--- config.mk ---
export PLATFORM = sky130hd
export DESIGN_NAME = mem_stage_lsu
export DESIGN_NICKNAME = d
export VERILOG_FILES = /design/src/rtl/multicore_pkg.sv /design/src/rtl/lsu_align_check.sv /design/src/rtl/mem_stage_lsu.sv
export SDC_FILE = /design/constraint.sdc
export NUM_CORES = 1
export LEC_CHECK = 0
export ABC_AREA = 1
export ABC_CLOCK_PERIOD_IN_PS = 1600
export BUFFER_PORTS_ARGS = -buffer_cell sky130_fd_sc_hd__buf_2
export CAP_MARGIN = 20
export CORE_MARGIN = 2
export CORE_UTILIZATION = 48
export DETAILED_ROUTE_END_ITERATION = 10
export GPL_ROUTABILITY_DRIVEN = 0
export PLACE_DENSITY = 0.8
export REMOVE_ABC_BUFFERS = 1
export SKIP_CTS_REPAIR_TIMING = 1
export SYNTH_ARGS = -nofsm -noshare
export SYNTH_HDL_FRONTEND = slang
export SYNTH_SLANG_ARGS = --single-unit
--- constraint.sdc ---
create_clock -name i_aclk -period 1.6 [get_ports i_aclk]
set_input_delay 0.32 -clock i_aclk [delete_from_list [all_inputs] [get_ports i_aclk]]
set_output_delay 0.32 -clock i_aclk [all_outputs]
set_load 0.05 [all_outputs]
--- src/rtl/multicore_pkg.sv ---
// Shared types for the load/store path: store/load size encodings,
// the LSU state encoding and a helper giving the byte width of an access.
package multicore_pkg;

    localparam int DATA_SIZE = 32;

    // Store size: byte, halfword, word.
    typedef enum logic [1:0] {
        SOP_B = 2'd0,
        SOP_H = 2'd1,
        SOP_W = 2'd2
    } t_sop;

    // Load size and sign handling (the cache does the extension).
    typedef enum logic [2:0] {
        LDOP_B  = 3'd0,
        LDOP_H  = 3'd1,
        LDOP_W  = 3'd2,
        LDOP_BU = 3'd3,
        LDOP_HU = 3'd4
    } t_ldop;

    typedef enum logic [1:0] {
        IDLE  = 2'd0,
        ISSUE = 2'd1,
        WAIT  = 2'd2,
        RESP  = 2'd3
    } lsu_state_t;

    // Number of bytes touched by an access; stores use sop, loads use ldop.
    // Unknown encodings are treated as a full word so they fault conservatively.
    function automatic logic [2:0] access_bytes(input logic is_store, input t_sop sop,
                                                input t_ldop ldop);
        logic [2:0] bytes;
        bytes = 3'd4;
        if (is_store) begin
            case (sop)
                SOP_B:   bytes = 3'd1;
                SOP_H:   bytes = 3'd2;
                default: bytes = 3'd4;
            endcase
        end else begin
            case (ldop)
                LDOP_B, LDOP_BU: bytes = 3'd1;
                LDOP_H, LDOP_HU: bytes = 3'd2;
                default:         bytes = 3'd4;
            endcase
        end
        return bytes;
    endfunction

endpackage

--- src/rtl/lsu_align_check.sv ---
// Alignment check for a single access: flags a halfword at an odd address
// or a word whose low two address bits are not zero. Bytes never fault.
module lsu_align_check
    import multicore_pkg::*;
(
    input  logic [1:0] addr_lsb_i,
    input  logic [2:0] size_bytes_i,
    output logic       misaligned_o
);

    // Pure function of the low address bits and the access width.
    always_comb begin
        misaligned_o = 1'b0;
        case (size_bytes_i)
            3'd2:    misaligned_o = addr_lsb_i[0];
            3'd4:    misaligned_o = |addr_lsb_i;
            default: misaligned_o = 1'b0;
        endcase
    end

endmodule

--- src/rtl/mem_stage_lsu.sv ---
// MEM-stage load/store unit. Takes one op at a time from EX/MEM, traps
// misaligned accesses, issues aligned loads/stores to the data cache as a
// single request and returns exactly one writeback result per surviving op.
//
// Handshakes: EX side transfers when i_ex_valid & o_ex_ready & ~i_flush on a
// rising edge; cache side transfers when o_req & i_req_ready on a rising edge.
// o_req and its payload are held stable from assertion until that edge.
// The cache answers with a single-cycle i_data_valid, honoured only in WAIT.
module mem_stage_lsu
    import multicore_pkg::*;
#(
    parameter int ADDR_SIZE     = 32,
    parameter int REG_ADDR_BITS = 5
)
(
    input  logic                     i_aclk,
    input  logic                     i_areset_n,
    // EX/MEM side
    input  logic                     i_ex_valid,
    output logic                     o_ex_ready,
    input  logic                     i_ex_is_load,
    input  logic                     i_ex_is_store,
    input  logic [ADDR_SIZE-1:0]     i_ex_addr,
    input  logic [DATA_SIZE-1:0]     i_ex_store_data,
    input  t_sop                     i_ex_sop,
    input  t_ldop                    i_ex_ldop,
    input  logic [REG_ADDR_BITS-1:0] i_ex_rd,
    input  logic                     i_flush,
    // data cache side
    output logic                     o_req,
    output logic                     o_req_write,
    input  logic                     i_req_ready,
    output logic [ADDR_SIZE-1:0]     o_addr,
    output logic [DATA_SIZE-1:0]     o_store_data,
    output t_sop                     o_sop,
    output t_ldop                    o_ldop,
    input  logic                     i_data_valid,
    input  logic [DATA_SIZE-1:0]     i_data,
    // writeback side
    output logic                     o_wb_valid,
    output logic                     o_wb_we,
    output logic [REG_ADDR_BITS-1:0] o_wb_rd,
    output logic [DATA_SIZE-1:0]     o_wb_data,
    output logic                     o_exc_misaligned,
    output logic [ADDR_SIZE-1:0]     o_exc_addr,
    // debug
    output lsu_state_t               o_dbg_state
);

    lsu_state_t               state_q;
    logic                     is_load_q;
    logic                     is_store_q;
    logic [ADDR_SIZE-1:0]     addr_q;
    logic [DATA_SIZE-1:0]     store_data_q;
    t_sop                     sop_q;
    t_ldop                    ldop_q;
    logic [REG_ADDR_BITS-1:0] rd_q;
    logic                     req_q;
    logic                     flush_q;
    logic                     wb_valid_q;
    logic                     wb_we_q;
    logic [REG_ADDR_BITS-1:0] wb_rd_q;
    logic [DATA_SIZE-1:0]     wb_data_q;
    logic                     exc_q;
    logic [ADDR_SIZE-1:0]     exc_addr_q;

    logic                     accept;
    logic                     ex_is_mem;
    logic [2:0]               ex_size_bytes;
    logic                     ex_misaligned;
    logic                     handshake;

    assign accept        = i_ex_valid & (state_q == IDLE) & ~i_flush;
    assign ex_is_mem     = i_ex_is_load | i_ex_is_store;
    assign ex_size_bytes = access_bytes(i_ex_is_store, i_ex_sop, i_ex_ldop);
    assign handshake     = req_q & i_req_ready;

    lsu_align_check u_align_check (
        .addr_lsb_i   (i_ex_addr[1:0]),
        .size_bytes_i (ex_size_bytes),
        .misaligned_o (ex_misaligned)
    );

    // Main FSM: op register, cache request and writeback result all update here.
    always_ff @(posedge i_aclk or negedge i_areset_n) begin
        if (!i_areset_n) begin
            state_q      <= IDLE;
            is_load_q    <= 1'b0;
            is_store_q   <= 1'b0;
            addr_q       <= '0;
            store_data_q <= '0;
            sop_q        <= SOP_B;
            ldop_q       <= LDOP_B;
            rd_q         <= '0;
            req_q        <= 1'b0;
            flush_q      <= 1'b0;
            wb_valid_q   <= 1'b0;
            wb_we_q      <= 1'b0;
            wb_rd_q      <= '0;
            wb_data_q    <= '0;
            exc_q        <= 1'b0;
            exc_addr_q   <= '0;
        end else begin
            // Result pulses last a single cycle unless re-armed below.
            wb_valid_q <= 1'b0;
            exc_q      <= 1'b0;
            case (state_q)
                IDLE: begin
                    if (accept) begin
                        is_load_q    <= i_ex_is_load;
                        is_store_q   <= i_ex_is_store;
                        addr_q       <= i_ex_addr;
                        store_data_q <= i_ex_store_data;
                        sop_q        <= i_ex_sop;
                        ldop_q       <= i_ex_ldop;
                        rd_q         <= i_ex_rd;
                        flush_q      <= 1'b0;
                        if (!ex_is_mem) begin
                            // ALU result passes straight through.
                            state_q    <= RESP;
                            wb_valid_q <= 1'b1;
                            wb_we_q    <= (i_ex_rd != '0);
                            wb_rd_q    <= i_ex_rd;
                            wb_data_q  <= i_ex_addr;
                        end else if (ex_misaligned) begin
                            // Trap without touching the cache.
                            state_q    <= RESP;
                            wb_valid_q <= 1'b1;
                            exc_q      <= 1'b1;
                            exc_addr_q <= i_ex_addr;
                            wb_we_q    <= 1'b0;
                            wb_rd_q    <= i_ex_rd;
                        end else begin
                            state_q <= ISSUE;
                            req_q   <= 1'b1;
                        end
                    end
                end
                ISSUE: begin
                    // Once the cache has taken the request it must complete,
                    // so a flush in the handshake cycle is not honoured.
                    if (handshake) begin
                        req_q   <= 1'b0;
                        state_q <= WAIT;
                    end else if (i_flush) begin
                        req_q   <= 1'b0;
                        state_q <= IDLE;
                    end
                end
                WAIT: begin
                    if (i_data_valid) begin
                        state_q <= RESP;
                        if (!(flush_q | i_flush)) begin
                            wb_valid_q <= 1'b1;
                            wb_we_q    <= is_load_q & (rd_q != '0);
                            wb_rd_q    <= rd_q;
                            wb_data_q  <= i_data;
                        end
                    end else if (i_flush) begin
                        flush_q <= 1'b1;
                    end
                end
                RESP: begin
                    flush_q <= 1'b0;
                    state_q <= IDLE;
                end
                default: begin
                    req_q   <= 1'b0;
                    state_q <= IDLE;
                end
            endcase
        end
    end

    assign o_ex_ready       = (state_q == IDLE);
    assign o_req            = req_q;
    assign o_req_write      = is_store_q;
    assign o_addr           = addr_q;
    assign o_store_data     = store_data_q;
    assign o_sop            = sop_q;
    assign o_ldop           = ldop_q;
    // A flush during the result cycle still kills the writeback.
    assign o_wb_valid       = wb_valid_q & ~i_flush;
    assign o_exc_misaligned = exc_q & ~i_flush;
    assign o_wb_we          = wb_we_q;
    assign o_wb_rd          = wb_rd_q;
    assign o_wb_data        = wb_data_q;
    assign o_exc_addr       = exc_addr_q;
    assign o_dbg_state      = state_q;

endmodule

==> metrics.yaml <==
status:
  result_of_the_run: "complete, but fails checks"
  failing_checks: "setup timing"
layout:
  fill_cells: 990
  layout.cells.most_common_list: "257 x sky130_fd_sc_hd__buf_2, 248 x sky130_fd_sc_hd__nand2_1, 150 x sky130_fd_sc_hd__dfrtp_1"
  num-nets-final: 1090
  synthesis_to_layout_area_growth_pct: 39.7
  layout.cells.most_common: "sky130_fd_sc_hd__buf_2"
  multiInputGateArea_um2: 2150
  diodes: 0
  seqCellArea_um2: 3810
  post_route_cells_drive_above_1_share_pct: 35.8
  final-instance-count-excl-fill: 1160
routing:
  firstDrtPassIters: 5
  totalWireLength_um: 17700
  post_drt_wl_per_cell_um: 15.3
  routed_via_density: 5.02
  detailedRoute.firstIterationViolations: 432
  drc_errors: 0
  postRouteAntennaNets: 0
  vias: 5823
global_route:
  grtUsageTotal_pct: 24.3
  grt_start_max_net_pins: 62
  number_of_antenna_violations_at_the_first_check_in_global_routing: 0
  groute.layer.met3.usage_pct: 7.36
  grt_pass1_wl_um: 26900
  first_global_vias: 5430
  grt_busiest_layer: "met2"
  grt.met2_usage_pct: 38.9
  grtUsageMet1_pct: 30.7
  globalRouteOverflowTotal: 0
sta:
  fin_setup_tns_ps: -28.8
  worst-slew-pin-transition_ps: 580
  maxSlewHeadroom_pct: 61.3
  final.period_utilization_pct: 102
  timing.final.crit_period_ps: 1630
  maxSlewViolCount: 0
  layout_setup_ws_ps: -28.8
  report.final.hold_viol_count: 0
  worst_clock_skew_ps: 7.08
  max_freq_ghz: 0.614
  rsz_0062_raised_after_global_routing: "yes"
  report.final.setup_viol: 1
setup_path:
  worstPathMaxFanout: 5
  crit_type: "reg2reg"
  r2r_cells: 9
  data_required_time_of_the_critical_path_ps: 1930
  cp-start-kind: "register"
  worst-endpoint-arrival_ps: 1950
  setup.worst_path.end_class: "register"
die:
  core_area_um2: 12700
  design.die.area_um2: 13900
  initial_core_util_pct: 49.3
  die_width_um: 118
  ioPinCount: 260
  site_rows: 41
  die_h_um: 118
yosys:
  yosysUniqueCellTypes: 21
  synthCells: 702
  number_of_warnings_reported_in_the_yosys_synthesis_log: 0
  cell_area_after_technology_mapping_um2: 6250
  yosys_register_bits: 152
  syn-mean-instance-area_um2: 8.90
  synth_sequential_area_ratio_pct: 60.9
clock_network:
  tritoncts_clock_tree: "yes"
  path_clk_slew_ps: 60
  cell_chosen_for_the_clock_root: "sky130_fd_sc_hd__clkbuf_16"
  clock_buffer_depth: 2
  worstSkewPairLatency_ps: 420
  clock_tree.htree_level_count: 4
  clkSinkCount: 152
  cts-buffers-inserted: 17
placement:
  port_buffers: 259
  detailedPlace.worstSlack_ps: 60.8
  place.detailed.instances: 1115
  place_hpwl_um: 11700
worst_hold_path:
  min-delay-path-class: "in2reg"
  min_path_cells: 3
run:
  drv_cap: 0
## per-stage QoR
stage | hold slack, ps | util, % | cell area [µm²]
6_report | 91.5 | 68.9 | 8730
5_1_grt | 84.8 | 68.9 | 8730
4_1_cts | -178 | 66.4 | 8420
3_5_place_dp | 267 | 61.7 | 7820
3_3_place_gp | 272 | 61.7 | 7820
2_1_floorplan | 24.4 | - | 6050
## worst paths after layout
| check | startpoint | endpoint | slack, ps |
|---|---|---|---|
| setup / recovery | o_dbg_state[0] | o_wb_data[26] | -30 |
| hold / removal | i_ex_store_data[1] | o_store_data[1] | 90 |
| setup reg to reg | o_dbg_state[0] | o_wb_data[26] | -30 |
| hold reg to reg | o_store_data[28] | o_store_data[28] | 470 |
| max in group asynchronous | i_areset_n | o_dbg_state[1] | 630 |
| min in group asynchronous | i_areset_n | o_addr[5] | 400 |
## registers in the layout (all words and copies together), names as in the netlist
name	cells
o_addr	32
exc_q	1
o_req_write	1
is_load_q	1
o_sop	2
o_store_data	32
rd_q	5
o_wb_data	32
o_wb_we	1
o_ldop	3
o_dbg_state	2
flush_q	1
o_wb_rd	5
o_exc_addr	32
o_req	1
wb_valid_q	1
## layout make-up
type / instances / share of cell area [%]
multi-input combinational: 461 / 24.7
clock inverter: 9 / 1.40
sequential: 152 / 43.6
clock buffer: 22 / 5.43
tap: 172 / 2.47
inverter: 52 / 2.24
timing repair buffer: 292 / 20.2
## cell usage after synthesis
master,instances,area share (%)
sky130_fd_sc_hd__inv_2,1,0.060
sky130_fd_sc_hd__buf_2,18,1.4
sky130_fd_sc_hd__a22oi_1,1,0.12
sky130_fd_sc_hd__o22ai_1,1,0.10
sky130_fd_sc_hd__nand3_4,1,0.28
sky130_fd_sc_hd__dfrtp_1,152,61
sky130_fd_sc_hd__o211ai_1,1,0.12
sky130_fd_sc_hd__a31oi_1,1,0.10
sky130_fd_sc_hd__nor2_1,43,2.6
sky130_fd_sc_hd__clkbuf_1,15,0.90
sky130_fd_sc_hd__nor3_1,1,0.080
sky130_fd_sc_hd__inv_1,51,3.1
sky130_fd_sc_hd__nor2_4,2,0.36
sky130_fd_sc_hd__buf_6,4,0.72
sky130_fd_sc_hd__o21a_1,32,3.8
sky130_fd_sc_hd__nand2_1,250,15
sky130_fd_sc_hd__nand3_1,13,1.0
sky130_fd_sc_hd__nand4_1,2,0.20
sky130_fd_sc_hd__o21ai_0,67,5.4
sky130_fd_sc_hd__o21ai_1,13,1.0
sky130_fd_sc_hd__a21oi_1,33,2.6
## worst max-delay path: stages (launching register included)
cell and delay, ps:
sky130_fd_sc_hd__dfrtp_2 440, sky130_fd_sc_hd__nor2_4 160, sky130_fd_sc_hd__nand3_4 110, sky130_fd_sc_hd__nand2_2 90
sky130_fd_sc_hd__nand2_2 70, sky130_fd_sc_hd__nor2_4 150, sky130_fd_sc_hd__buf_6 160, sky130_fd_sc_hd__clkbuf_16 160
sky130_fd_sc_hd__nor2_2 40, sky130_fd_sc_hd__a21oi_1 150
## metal layers
metal	wire length (µm)	vias to the layer above
met2	8740	233
met4	472	0
met5	0	-
met1	7330	2772
li1	-	2780
met3	1170	38
## cells by family after synthesis
group                  count (synthesis)  synth area share [%]
AND/OR/NAND/NOR                      312                  19.6
flip-flops                           152                  60.9
AO/OA/AOI/OAI                        149                  13.3
buffers and inverters                 89                  6.19
Power is not shown: default switching activity piles up to over one toggle a cycle in this logic, so the estimate is an artifact.
